File: src/rtl/inst_fetch_queue_pkg.sv
// Shared types and constants for the instruction fetch queue.
// Latency: n/a (types, constants and a pure helper function only).
// Backpressure: n/a.
//
// Contents: line geometry, default reset PC, fetch FSM state encodings and
// a helper that aligns a byte address down to the start of its line.
package inst_fetch_queue_pkg;

    localparam int unsigned FETCH_WIDTH      = 4;                       // instructions per line
    localparam int unsigned INST_BYTES       = 4;                       // rv32 instruction size
    localparam int unsigned LINE_BYTES       = FETCH_WIDTH * INST_BYTES;
    localparam logic [31:0] RESET_PC_DEFAULT = 32'h0000_0000;

    // ST_REQ   : request line at fetch_pc, o_pc_valid held until the return strobe
    // ST_HOLD  : queue has no free slot, no request outstanding
    // ST_DRAIN : redirect arrived while a request was outstanding; wait out and
    //            drop the stale return before fetching from the new PC
    typedef enum logic [1:0] {
        ST_REQ   = 2'd0,
        ST_HOLD  = 2'd1,
        ST_DRAIN = 2'd2
    } fetch_state_t;

    // Clear the byte-offset-within-line bits of an address.
    function automatic logic [31:0] line_align(input logic [31:0] pc,
                                               input int unsigned line_bytes);
        return pc & ~(32'(line_bytes) - 32'd1);
    endfunction

endpackage

File: src/rtl/inst_fetch_queue_fifo.sv
// Generic synchronous FIFO with a synchronous clear and an occupancy count.
// Latency: a pushed entry is visible at the head the cycle after the push.
// Backpressure: none internally; the producer must not push when full unless popping the same cycle.
//
// Ports:
//   i_clk, i_reset      clock, synchronous active-high reset
//   i_clear             drop all entries (has priority over push/pop)
//   i_push_vld/_dat     write an entry
//   i_pop_rdy           consume the head entry (ignored when empty)
//   o_head_dat          head entry (undefined contents when empty)
//   o_empty, o_count    occupancy status
module inst_fetch_queue_fifo #(
    parameter int unsigned WIDTH = 8,
    parameter int unsigned DEPTH = 4    // power of 2, >= 2
) (
    input  logic                     i_clk,
    input  logic                     i_reset,
    input  logic                     i_clear,
    input  logic                     i_push_vld,
    input  logic [WIDTH-1:0]         i_push_dat,
    input  logic                     i_pop_rdy,
    output logic [WIDTH-1:0]         o_head_dat,
    output logic                     o_empty,
    output logic [$clog2(DEPTH):0]   o_count
);

    localparam int unsigned PTR_W = $clog2(DEPTH);
    localparam int unsigned CNT_W = PTR_W + 1;

    logic [WIDTH-1:0] mem [DEPTH];
    logic [PTR_W-1:0] wr_ptr_q;
    logic [PTR_W-1:0] rd_ptr_q;
    logic [CNT_W-1:0] count_q;
    logic             full;
    logic             pop_ok;

    assign full    = (count_q == CNT_W'(DEPTH));
    assign o_empty = (count_q == '0);
    assign pop_ok  = i_pop_rdy && !o_empty;

    assign o_head_dat = mem[rd_ptr_q];
    assign o_count    = count_q;

    // Pointers wrap naturally because DEPTH is a power of 2.
    always_ff @(posedge i_clk) begin
        if (i_reset || i_clear) begin
            wr_ptr_q <= '0;
            rd_ptr_q <= '0;
            count_q  <= '0;
        end else begin
            if (i_push_vld) begin
                wr_ptr_q <= wr_ptr_q + 1'b1;
            end
            if (pop_ok) begin
                rd_ptr_q <= rd_ptr_q + 1'b1;
            end
            count_q <= count_q + CNT_W'(i_push_vld) - CNT_W'(pop_ok);
        end
    end

    // Storage is not reset; occupancy tracking alone decides what is valid.
    // When full, a simultaneous pop frees the slot being written: the head is
    // read combinationally before the edge, so the overwrite is safe.
    always_ff @(posedge i_clk) begin
        if (i_push_vld && !i_clear) begin
            mem[wr_ptr_q] <= i_push_dat;
        end
    end

    always_ff @(posedge i_clk) begin
        if (!i_reset && !i_clear) begin
            assert (!(i_push_vld && full && !pop_ok));
        end
    end

endmodule

File: src/rtl/inst_fetch_queue.sv
// Fetch front end: owns the fetch PC, requests lines from instMEM and queues them for decode.
// Latency: a returned line is presented to decode the cycle after i_inst_ready (no bypass).
// Backpressure: line requests stop (HOLD) when every queue slot is filled or reserved.
//
// Ports:
//   i_clk, i_reset                 clock, synchronous active-high reset
//   i_redirect, i_redirect_pc      flush the queue and restart fetch at a new PC
//   o_pc_valid, o_pc               line request to instMEM (o_pc line aligned)
//   i_inst_ready, i_rinst          one-cycle line return strobe and line data (slot0 in [31:0])
//   o_inst_valid, o_inst           head line to decode
//   o_inst_pc, o_inst_mask         line-aligned PC of the head line, valid-slot mask
//   i_dec_ready                    decode consumes the head line this cycle
module inst_fetch_queue
    import inst_fetch_queue_pkg::*;
#(
    parameter int unsigned FETCH_W  = FETCH_WIDTH,      // power of 2, >= 2
    parameter int unsigned DEPTH    = 4,                // power of 2, >= 2
    parameter logic [31:0] RESET_PC = RESET_PC_DEFAULT
) (
    input  logic                  i_clk,
    input  logic                  i_reset,
    input  logic                  i_redirect,
    input  logic [31:0]           i_redirect_pc,
    output logic                  o_pc_valid,
    output logic [31:0]           o_pc,
    input  logic                  i_inst_ready,
    input  logic [FETCH_W*32-1:0] i_rinst,
    output logic                  o_inst_valid,
    output logic [FETCH_W*32-1:0] o_inst,
    output logic [31:0]           o_inst_pc,
    output logic [FETCH_W-1:0]    o_inst_mask,
    input  logic                  i_dec_ready
);

    localparam int unsigned LINE_B = FETCH_W * INST_BYTES;
    localparam int unsigned OFF_W  = $clog2(LINE_B);
    localparam int unsigned CNT_W  = $clog2(DEPTH) + 1;

    typedef struct packed {
        logic [FETCH_W*32-1:0] line;
        logic [31:0]           pc;
        logic [FETCH_W-1:0]    mask;
    } q_entry_t;

    fetch_state_t state_q, state_d;
    logic [31:0]  fetch_pc_q, fetch_pc_d;
    logic [31:0]  drain_pc_q, drain_pc_d;   // PC still shown to instMEM while draining
    logic         first_q, first_d;         // next kept line is the first after reset/redirect
    logic         rst_dly_q;                // first cycle out of reset

    logic         line_ret;
    logic         fifo_push;
    logic         fifo_pop;
    logic         fifo_empty;
    logic [CNT_W-1:0] fifo_count;
    q_entry_t     push_entry;
    q_entry_t     head_entry;

    // ------------------------------------------------------------------
    // State register
    // ------------------------------------------------------------------
    always_ff @(posedge i_clk) begin
        if (i_reset) begin
            state_q    <= ST_REQ;
            fetch_pc_q <= RESET_PC;
            drain_pc_q <= RESET_PC;
            first_q    <= 1'b1;
            rst_dly_q  <= 1'b1;
        end else begin
            state_q    <= state_d;
            fetch_pc_q <= fetch_pc_d;
            drain_pc_q <= drain_pc_d;
            first_q    <= first_d;
            rst_dly_q  <= 1'b0;
        end
    end

    // ------------------------------------------------------------------
    // Next-state logic
    // ------------------------------------------------------------------
    // A return strobe only counts while a request is outstanding. One in the
    // first cycle out of reset cannot belong to a request made since reset.
    assign line_ret = i_inst_ready && (state_q != ST_HOLD) && !rst_dly_q;

    always_comb begin
        state_d    = state_q;
        fetch_pc_d = fetch_pc_q;
        drain_pc_d = drain_pc_q;
        first_d    = first_q;
        fifo_push  = 1'b0;

        if (i_redirect) begin
            // The queue is cleared this edge, so credit is always available
            // afterwards; only an unanswered request forces a drain.
            fetch_pc_d = i_redirect_pc;
            first_d    = 1'b1;
            unique case (state_q)
                ST_REQ: begin
                    if (line_ret) begin
                        state_d = ST_REQ;
                    end else begin
                        state_d    = ST_DRAIN;
                        drain_pc_d = fetch_pc_q;
                    end
                end
                ST_DRAIN: state_d = line_ret ? ST_REQ : ST_DRAIN;
                default:  state_d = ST_REQ;
            endcase
        end else begin
            unique case (state_q)
                ST_REQ: begin
                    if (line_ret) begin
                        fifo_push  = 1'b1;
                        fetch_pc_d = line_align(fetch_pc_q, LINE_B) + 32'(LINE_B);
                        first_d    = 1'b0;
                        // The next request reserves a slot. Uses the registered
                        // count, so a pop in this same cycle frees credit only
                        // from the next cycle on.
                        state_d = (fifo_count < CNT_W'(DEPTH - 1)) ? ST_REQ : ST_HOLD;
                    end
                end
                ST_HOLD: begin
                    if (fifo_count < CNT_W'(DEPTH)) begin
                        state_d = ST_REQ;
                    end
                end
                ST_DRAIN: begin
                    // Stale line is dropped; fetch resumes at the redirect PC.
                    if (line_ret) begin
                        state_d = ST_REQ;
                    end
                end
                default: state_d = ST_REQ;
            endcase
        end
    end

    // Slots ahead of the entry point of the first line are not executed.
    always_comb begin
        push_entry.line = i_rinst;
        push_entry.pc   = line_align(fetch_pc_q, LINE_B);
        push_entry.mask = first_q ? ({FETCH_W{1'b1}} << fetch_pc_q[OFF_W-1:2])
                                  : {FETCH_W{1'b1}};
    end

    // ------------------------------------------------------------------
    // Outputs
    // ------------------------------------------------------------------
    always_comb begin
        o_pc_valid   = (state_q != ST_HOLD) && !i_reset;
        o_pc         = line_align((state_q == ST_DRAIN) ? drain_pc_q : fetch_pc_q, LINE_B);
        o_inst_valid = !fifo_empty;
        o_inst       = fifo_empty ? '0 : head_entry.line;
        o_inst_pc    = fifo_empty ? '0 : head_entry.pc;
        o_inst_mask  = fifo_empty ? '0 : head_entry.mask;
        // A pop coinciding with a redirect is meaningless: the queue is flushed.
        fifo_pop     = !fifo_empty && i_dec_ready && !i_redirect;
    end

    inst_fetch_queue_fifo #(
        .WIDTH ($bits(q_entry_t)),
        .DEPTH (DEPTH)
    ) u_line_fifo (
        .i_clk      (i_clk),
        .i_reset    (i_reset),
        .i_clear    (i_redirect),
        .i_push_vld (fifo_push),
        .i_push_dat (push_entry),
        .i_pop_rdy  (fifo_pop),
        .o_head_dat (head_entry),
        .o_empty    (fifo_empty),
        .o_count    (fifo_count)
    );

endmodule

File: config.mk
export PLATFORM = sky130hd
export DESIGN_NAME = inst_fetch_queue
export DESIGN_NICKNAME = d
export VERILOG_FILES = /design/src/rtl/inst_fetch_queue_pkg.sv /design/src/rtl/inst_fetch_queue_fifo.sv /design/src/rtl/inst_fetch_queue.sv
export SDC_FILE = /design/constraint.sdc
export NUM_CORES = 1
export LEC_CHECK = 0
export ABC_AREA = 1
export BUFFER_PORTS_ARGS = -buffer_cell sky130_fd_sc_hd__buf_2
export CORE_AREA = 2 2 189 284
export CTS_CLUSTER_SIZE = 8
export DETAILED_ROUTE_END_ITERATION = 8
export DIE_AREA = 0 0 191 286
export PLACE_DENSITY = 0.85
export SLEW_MARGIN = 20
export SYNTH_ARGS = -nofsm -noshare
export SYNTH_HDL_FRONTEND = slang
export SYNTH_SLANG_ARGS = --single-unit
File: constraint.sdc
create_clock -name i_clk -period 10.4 [get_ports i_clk]
set_input_delay 0.52 -clock i_clk [delete_from_list [all_inputs] [get_ports i_clk]]
set_output_delay 0.52 -clock i_clk [all_outputs]
set_load 0.01 [all_outputs]
After elaboration in Yosys (flattened, before gate mapping)
Memories as Yosys holds them, arrays and structs flattened. A register that Yosys moved wholly into a read port is not among the register bits.
Index checks and enable logic that the tools add are counted.
{ "classes": {"add_sub_neg": 5, "magnitude_cmp": 2, "eq_ne": 6, "shifts": 1, "muxes": 24, "bitwise_logic": 1, "n_reduce_logical": 22} }
{ "op_table": {"columns": ["op", "n"], "rows": [
  ["2-to-1 mux 32 bit", 5],
  ["2-to-1 mux 128 bit", 1],
  ["adder 32 x 5 -> 32 bit, second input constant", 1],
  ["2-to-1 mux 2 bit", 8],
  ["inequality test 3 bit, second input constant", 3],
  ["2-to-1 mux 4 bit", 2],
  ["logical AND 1 bit", 7],
  ["2-to-1 mux 1 bit", 7],
  ["one-hot mux 2 bit (3 select lines)", 1],
  ["AND reduction 3 bit", 2],
  ["adder 2 x 1 -> 2 bit, second input constant", 2],
  ["zero test 1 bit", 4],
  ["AND reduction 2 bit", 2],
  ["nonzero test 2 bit", 2],
  ["OR reduction 2 bit", 2],
  ["<< shifter 4 x 2 -> 4 bit, first input constant", 1],
  ["adder 3 x 1 -> 3 bit", 1],
  ["zero test 3 bit", 1],
  ["< comparator 3 x 2 -> 1 bit, second input constant", 1],
  ["< comparator 3 bit, second input constant", 1],
  ["subtractor 3 x 1 -> 3 bit", 1],
  ["equality test 2 x 1 -> 1 bit, second input constant", 1],
  ["equality test 2 bit, second input constant", 1],
  ["zero test 2 bit", 1],
  ["other kinds (3)", 3]
]} }
{ "totals": {"ff_bits": 75, "mem_bits_rw": 640, "out_inout_bits": 198, "n_memories": 1} }
{ "memory_table": {"columns": ["memory", "words", "width", "read_ports", "rd_clocked_by_memory_dff", "write_ports", "line", "text"], "rows": [
  ["u_line_fifo.mem", 4, 160, 1, 1, 1, "inst_fetch_queue_fifo.sv:30", "logic [WIDTH-1:0] mem [DEPTH];"]
]} }

Depth between registers and ports, before layout
{ "logic_depth": {"word_depth": 9, "ltp_mapped": 11} }

Modules after synthesis
From an unflattened synthesis, not the netlist that was laid out.
{ "unflattened": {"hier_cells": 2530, "area_unflattened_um2": 29360.7} }
{ "modules_own_cells": {"columns": ["mod", "instances", "cells_per_inst", "area_per_inst_um2"], "rows": [
  ["inst_fetch_queue_fifo", 1, 1648, 24579.8],
  ["inst_fetch_queue", 1, 882, 4780.8]
]} }

Worst setup path after synthesis
OpenSTA, ideal clock, no wires.
{ "synth_path": {"path_type": "input port to flip-flop", "from": "input i_inst_ready", "to": "memory u_line_fifo.mem[0][0] (netlist name) (enable)", "setup_ns": 0.680, "arrival_ns": 7.563, "required_time_ns": 9.720, "path_slack_ns": 2.157, "stages": 4, "path_cell_list": "nand2_1 nor2_8 nand2_4 nor2_1"} }
{ "synth_via": {"elab_chain_cells": 8} }
{ "synth_lines": {"columns": ["item", "line", "text"], "rows": [
  ["start: declaration", "inst_fetch_queue.sv:26", "input logic i_inst_ready,"],
  ["logical AND 1 bit (2 in a row)", "inst_fetch_queue.sv:83", "assign line_ret = i_inst_ready && (state_q != ST_HOLD) && !rst_dly_q;"],
  ["2-to-1 mux 1 bit", "inst_fetch_queue.sv:112", "if (line_ret) begin"],
  ["2-to-1 mux 1 bit", "inst_fetch_queue.sv:110", "unique case (state_q)"],
  ["2-to-1 mux 1 bit", "inst_fetch_queue.sv:92", "if (i_redirect) begin"],
  ["logical AND 1 bit", "inst_fetch_queue_fifo.sv:65", "if (i_push_vld && !i_clear) begin"],
  ["2-to-1 mux 1 bit", "inst_fetch_queue_fifo.sv:65", null],
  ["2-to-1 mux 1 bit (implied by the code)", "inst_fetch_queue_fifo.sv:66", "mem[wr_ptr_q] <= i_push_dat;"],
  ["end: declaration", "inst_fetch_queue_fifo.sv:30", null]
]} }
No other way between the ends.

==> metrics.md <==
| Metric | Value |
|---|---|
| Design Power | 6230 uW |
| CTS max path bufs | 3 |
| Commonest non-fill, non-tap cell in the layout | nor2_1 |
| Final setup viols | 0 |
| Clock Skew | around 0.023 ns |
| Final period utilization | 0.433 |
| Final Hold Fails | 0 |
| Pin count of the biggest net entering global routing | roughly 200 |
| RSZ-0062 raised after global routing | false |
| EDFF count, synth | 636 |
| Cell taking the most area after synthesis | edfxtp_1 |
| Final global-route overflow total | 0 |
| Run status | finished clean |
| Post-Syn Area | 28500 um^2 |
| Mapped Avg Cell Area | 11.4 um^2 |
| Worst slew margin | 0.267 |
| Pre-Repair DR Iteration Count | 5 |
| Area share of the largest cell type after synthesis | 0.670 |
| Post-CTS setup buffers | 0 |
| Final setup TNS | 0 ns |
| Yosys cell types | 37 |
| Layout Cells excl Fill | approximately 3.6k |
| Max-slew violations | 0 |
| CTS Hold Buffers Added | 0 |
| Worst path slowest cell | dfxtp_4 |
| I/O Pins | 363 |
| Worst skew pair latency | roughly 0.63 ns |
| FP Rows | between 100 and 150 |
| Routability congestion estimate | 0.964 |
| Critical Path RT | ~9.9 ns |
| # H-tree levels | 3 |
| Worst slew pin tran | 1.10 ns |
| Final WL | about 73 mm |
| CTS root buffer | clkbuf_16 |
| Filler cell count | approximately 3.7k |
| Commonest cells after routing, fill and taps aside | 687 x nor2_1, 636 x edfxtp_1, 352 x buf_2 |
| CP Launch Type | flip-flop |
| Core Box Area | 52200 um^2 |
| Data arrival, critical path | 3.98 ns |
| Die width | 191 um |
| Inserted Clock Buffers | a little under 100 |
| DR DRC count | 0 |
| Post-Place Cells | 3403 |
| Post-synthesis register bit count | 707 |
| DIE AREA | 54600 um^2 |
| Ys async rst share | 0 |
| P&R area growth vs syn | 17.2% |
| Gr usage total | 0.262 |
| Number of antenna violations at the first check in global routing | 23 |
| Post-CTS Resized | 0 |
| Final net count | 2996 |
| Clk slew on worst S/H paths | approximately 0.06 ns |
| Leak pwr | 0.0123 uW |
| Vias in the first global route | a little over 20k |
| DPL Wire Length | 41.8 mm |
| IO Port Bufs | 352 |
| Vias | between 20k and 25k |
| Die Y | 286 um |
| Crit path cell chain | buf_4, buf_4, nor2_1, nor2_1, o21ai_0, a21oi_1, buf_2 |
| DRT iter0 DRCs | between 2k and 2.5k |
| Min-Delay Path Class | primary input to flip-flop |
| Max FO, Critical Path | 93 |
| Dominant cells by area after synthesis | edfxtp_1 67%, nor2_1 9.1%, o21ai_0 5.1% |
| Final ANT Viol Nets | 0 |
| Worst R2R Start | state_q[1] |
| TritonCTS clock tree | built |
| Critical path type | flip-flop to output port |
| Starting density of the core | 0.546 |
| Max Freq | around 220 MHz |
| Layout cell share with drive strength beyond 1 | 0.179 |
| Power density cells | around 190 nW/um^2 |
| Worst setup EP type | output port |
| Hold WS | ~0.1 ns |
| First-pass GRT wire length | approximately 110 mm |
| MaxCap Viol Count | 0 |
| Setup ws final | just under 6 ns |
| Avg WL per Cell | roughly 20 um |
| Ys Warns | 0 |
| Clk sinks | around 700 |
| Min Clock Period, post-route | 4.50 ns |
| Post-synthesis sequential area ratio | 0.720 |
| Peak supply drop | about 0.00014 V |
| Post-place setup slack | 6.54 ns |
| Hold Crit Start | i_rinst[41] |
| Dominant synthesized flop cell | edfxtp_1 |
| Flop2flop setup slack | 7.34 ns |
| Worst stage delay on the critical path | roughly 0.90 ns |
| Cells after synthesis | 2497 |
| Average vias per placed instance | 5.68 |
critical path, delay by kind of cell (launching register included):
family	cells	cell delay [ns]
buf+inv	3	1.77
flops	1	0.90
compound gates	2	0.33
simple gates	2	0.29
metrics by stage:
stage	area, um^2	util
2_1_floorplan	28500	-
3_3_place_gp	30600	0.586
3_5_place_dp	30600	0.586
5_1_grt	33400	0.639
4_1_cts	33300	0.638
6_report	33400	0.639
report_power, final:
part           internal [uW]  total (uW)  leakage [uW]  switching (uW)
Clock                   1710        2830       0.00130            1120
Combinational           74.4         229       0.00469             154
Sequential              3140        3170       0.00632            30.4
Total                   4930        6230        0.0123            1300
registers in the layout, indices dropped and copies added (netlist names), named ones only:
register and cells:
u_line_fifo.mem 636, fetch_pc_q 30, drain_pc_q 28, u_line_fifo.o_count 3, state_q 2, u_line_fifo.rd_ptr_q 2
u_line_fifo.wr_ptr_q 2, first_q 1, rst_dly_q 1
path summary, 6_finish.rpt:
path	cells after the start	to
min reg2reg	2	drain_pc_q[4]
max reg2reg	7	u_line_fifo.mem[0][89]
max	7	o_inst[39]
min	1	u_line_fifo.mem[2][73]
cells in the mapped netlist, types with 2 or more instances:
cell / number
clkbuf_1: 64
xnor2_1: 2
nand2_1: 161
nand3b_1: 2
buf_1: 10
nand4_1: 3
buf_4: 21
nor2_2: 3
edfxtp_1: 636
and2_1: 2
nand2_4: 2
ha_1: 8
a21oi_1: 216
nand3_1: 30
o21ai_1: 104
a211oi_1: 2
nand2_2: 5
buf_2: 52
xor2_1: 6
nor2_1: 691
nor3_1: 2
nor2_4: 5
inv_2: 8
a31oi_1: 6
o21ai_0: 288
inv_1: 78
clkbuf_2: 10
dfxtp_1: 71
kinds of logic after synthesis:
family                   count (synthesis)  synth area share
buffers and inverters                  245            0.0380
other                                    1          0.000132
AO/OA/AOI/OAI                          618             0.109
flip-flops                             707             0.720
adder cells (fa/ha/maj)                  9           0.00422
XOR/XNOR                                 8           0.00246
AND/OR/NAND/NOR                        909             0.126
area by class of cell:
type                    instances  area (um^2)  area share
flip-flops and latches        707        20500       0.615
clock inverters                 8          120     0.00360
inverters                      87          339      0.0102
diodes                         18         45.0     0.00135
multi-input cells            1552         6940       0.208
clock buffers                 134         2590      0.0775
repair buffers                376         1960      0.0588
well taps                     682          853      0.0256
routing by layer:
| layer | share of wire | global-route usage | vias up |
|---|---|---|---|
| met5 | 0.0011 | 0 | - |
| met4 | 0.048 | 0.163 | 12 |
| met3 | 0.083 | 0.0570 | 194 |
| met2 | 0.52 | 0.464 | 1051 |
| met1 | 0.35 | 0.282 | 9673 |
| li1 | - | - | 9310 |
No activity file was read; power rests on OpenSTA's default activity.
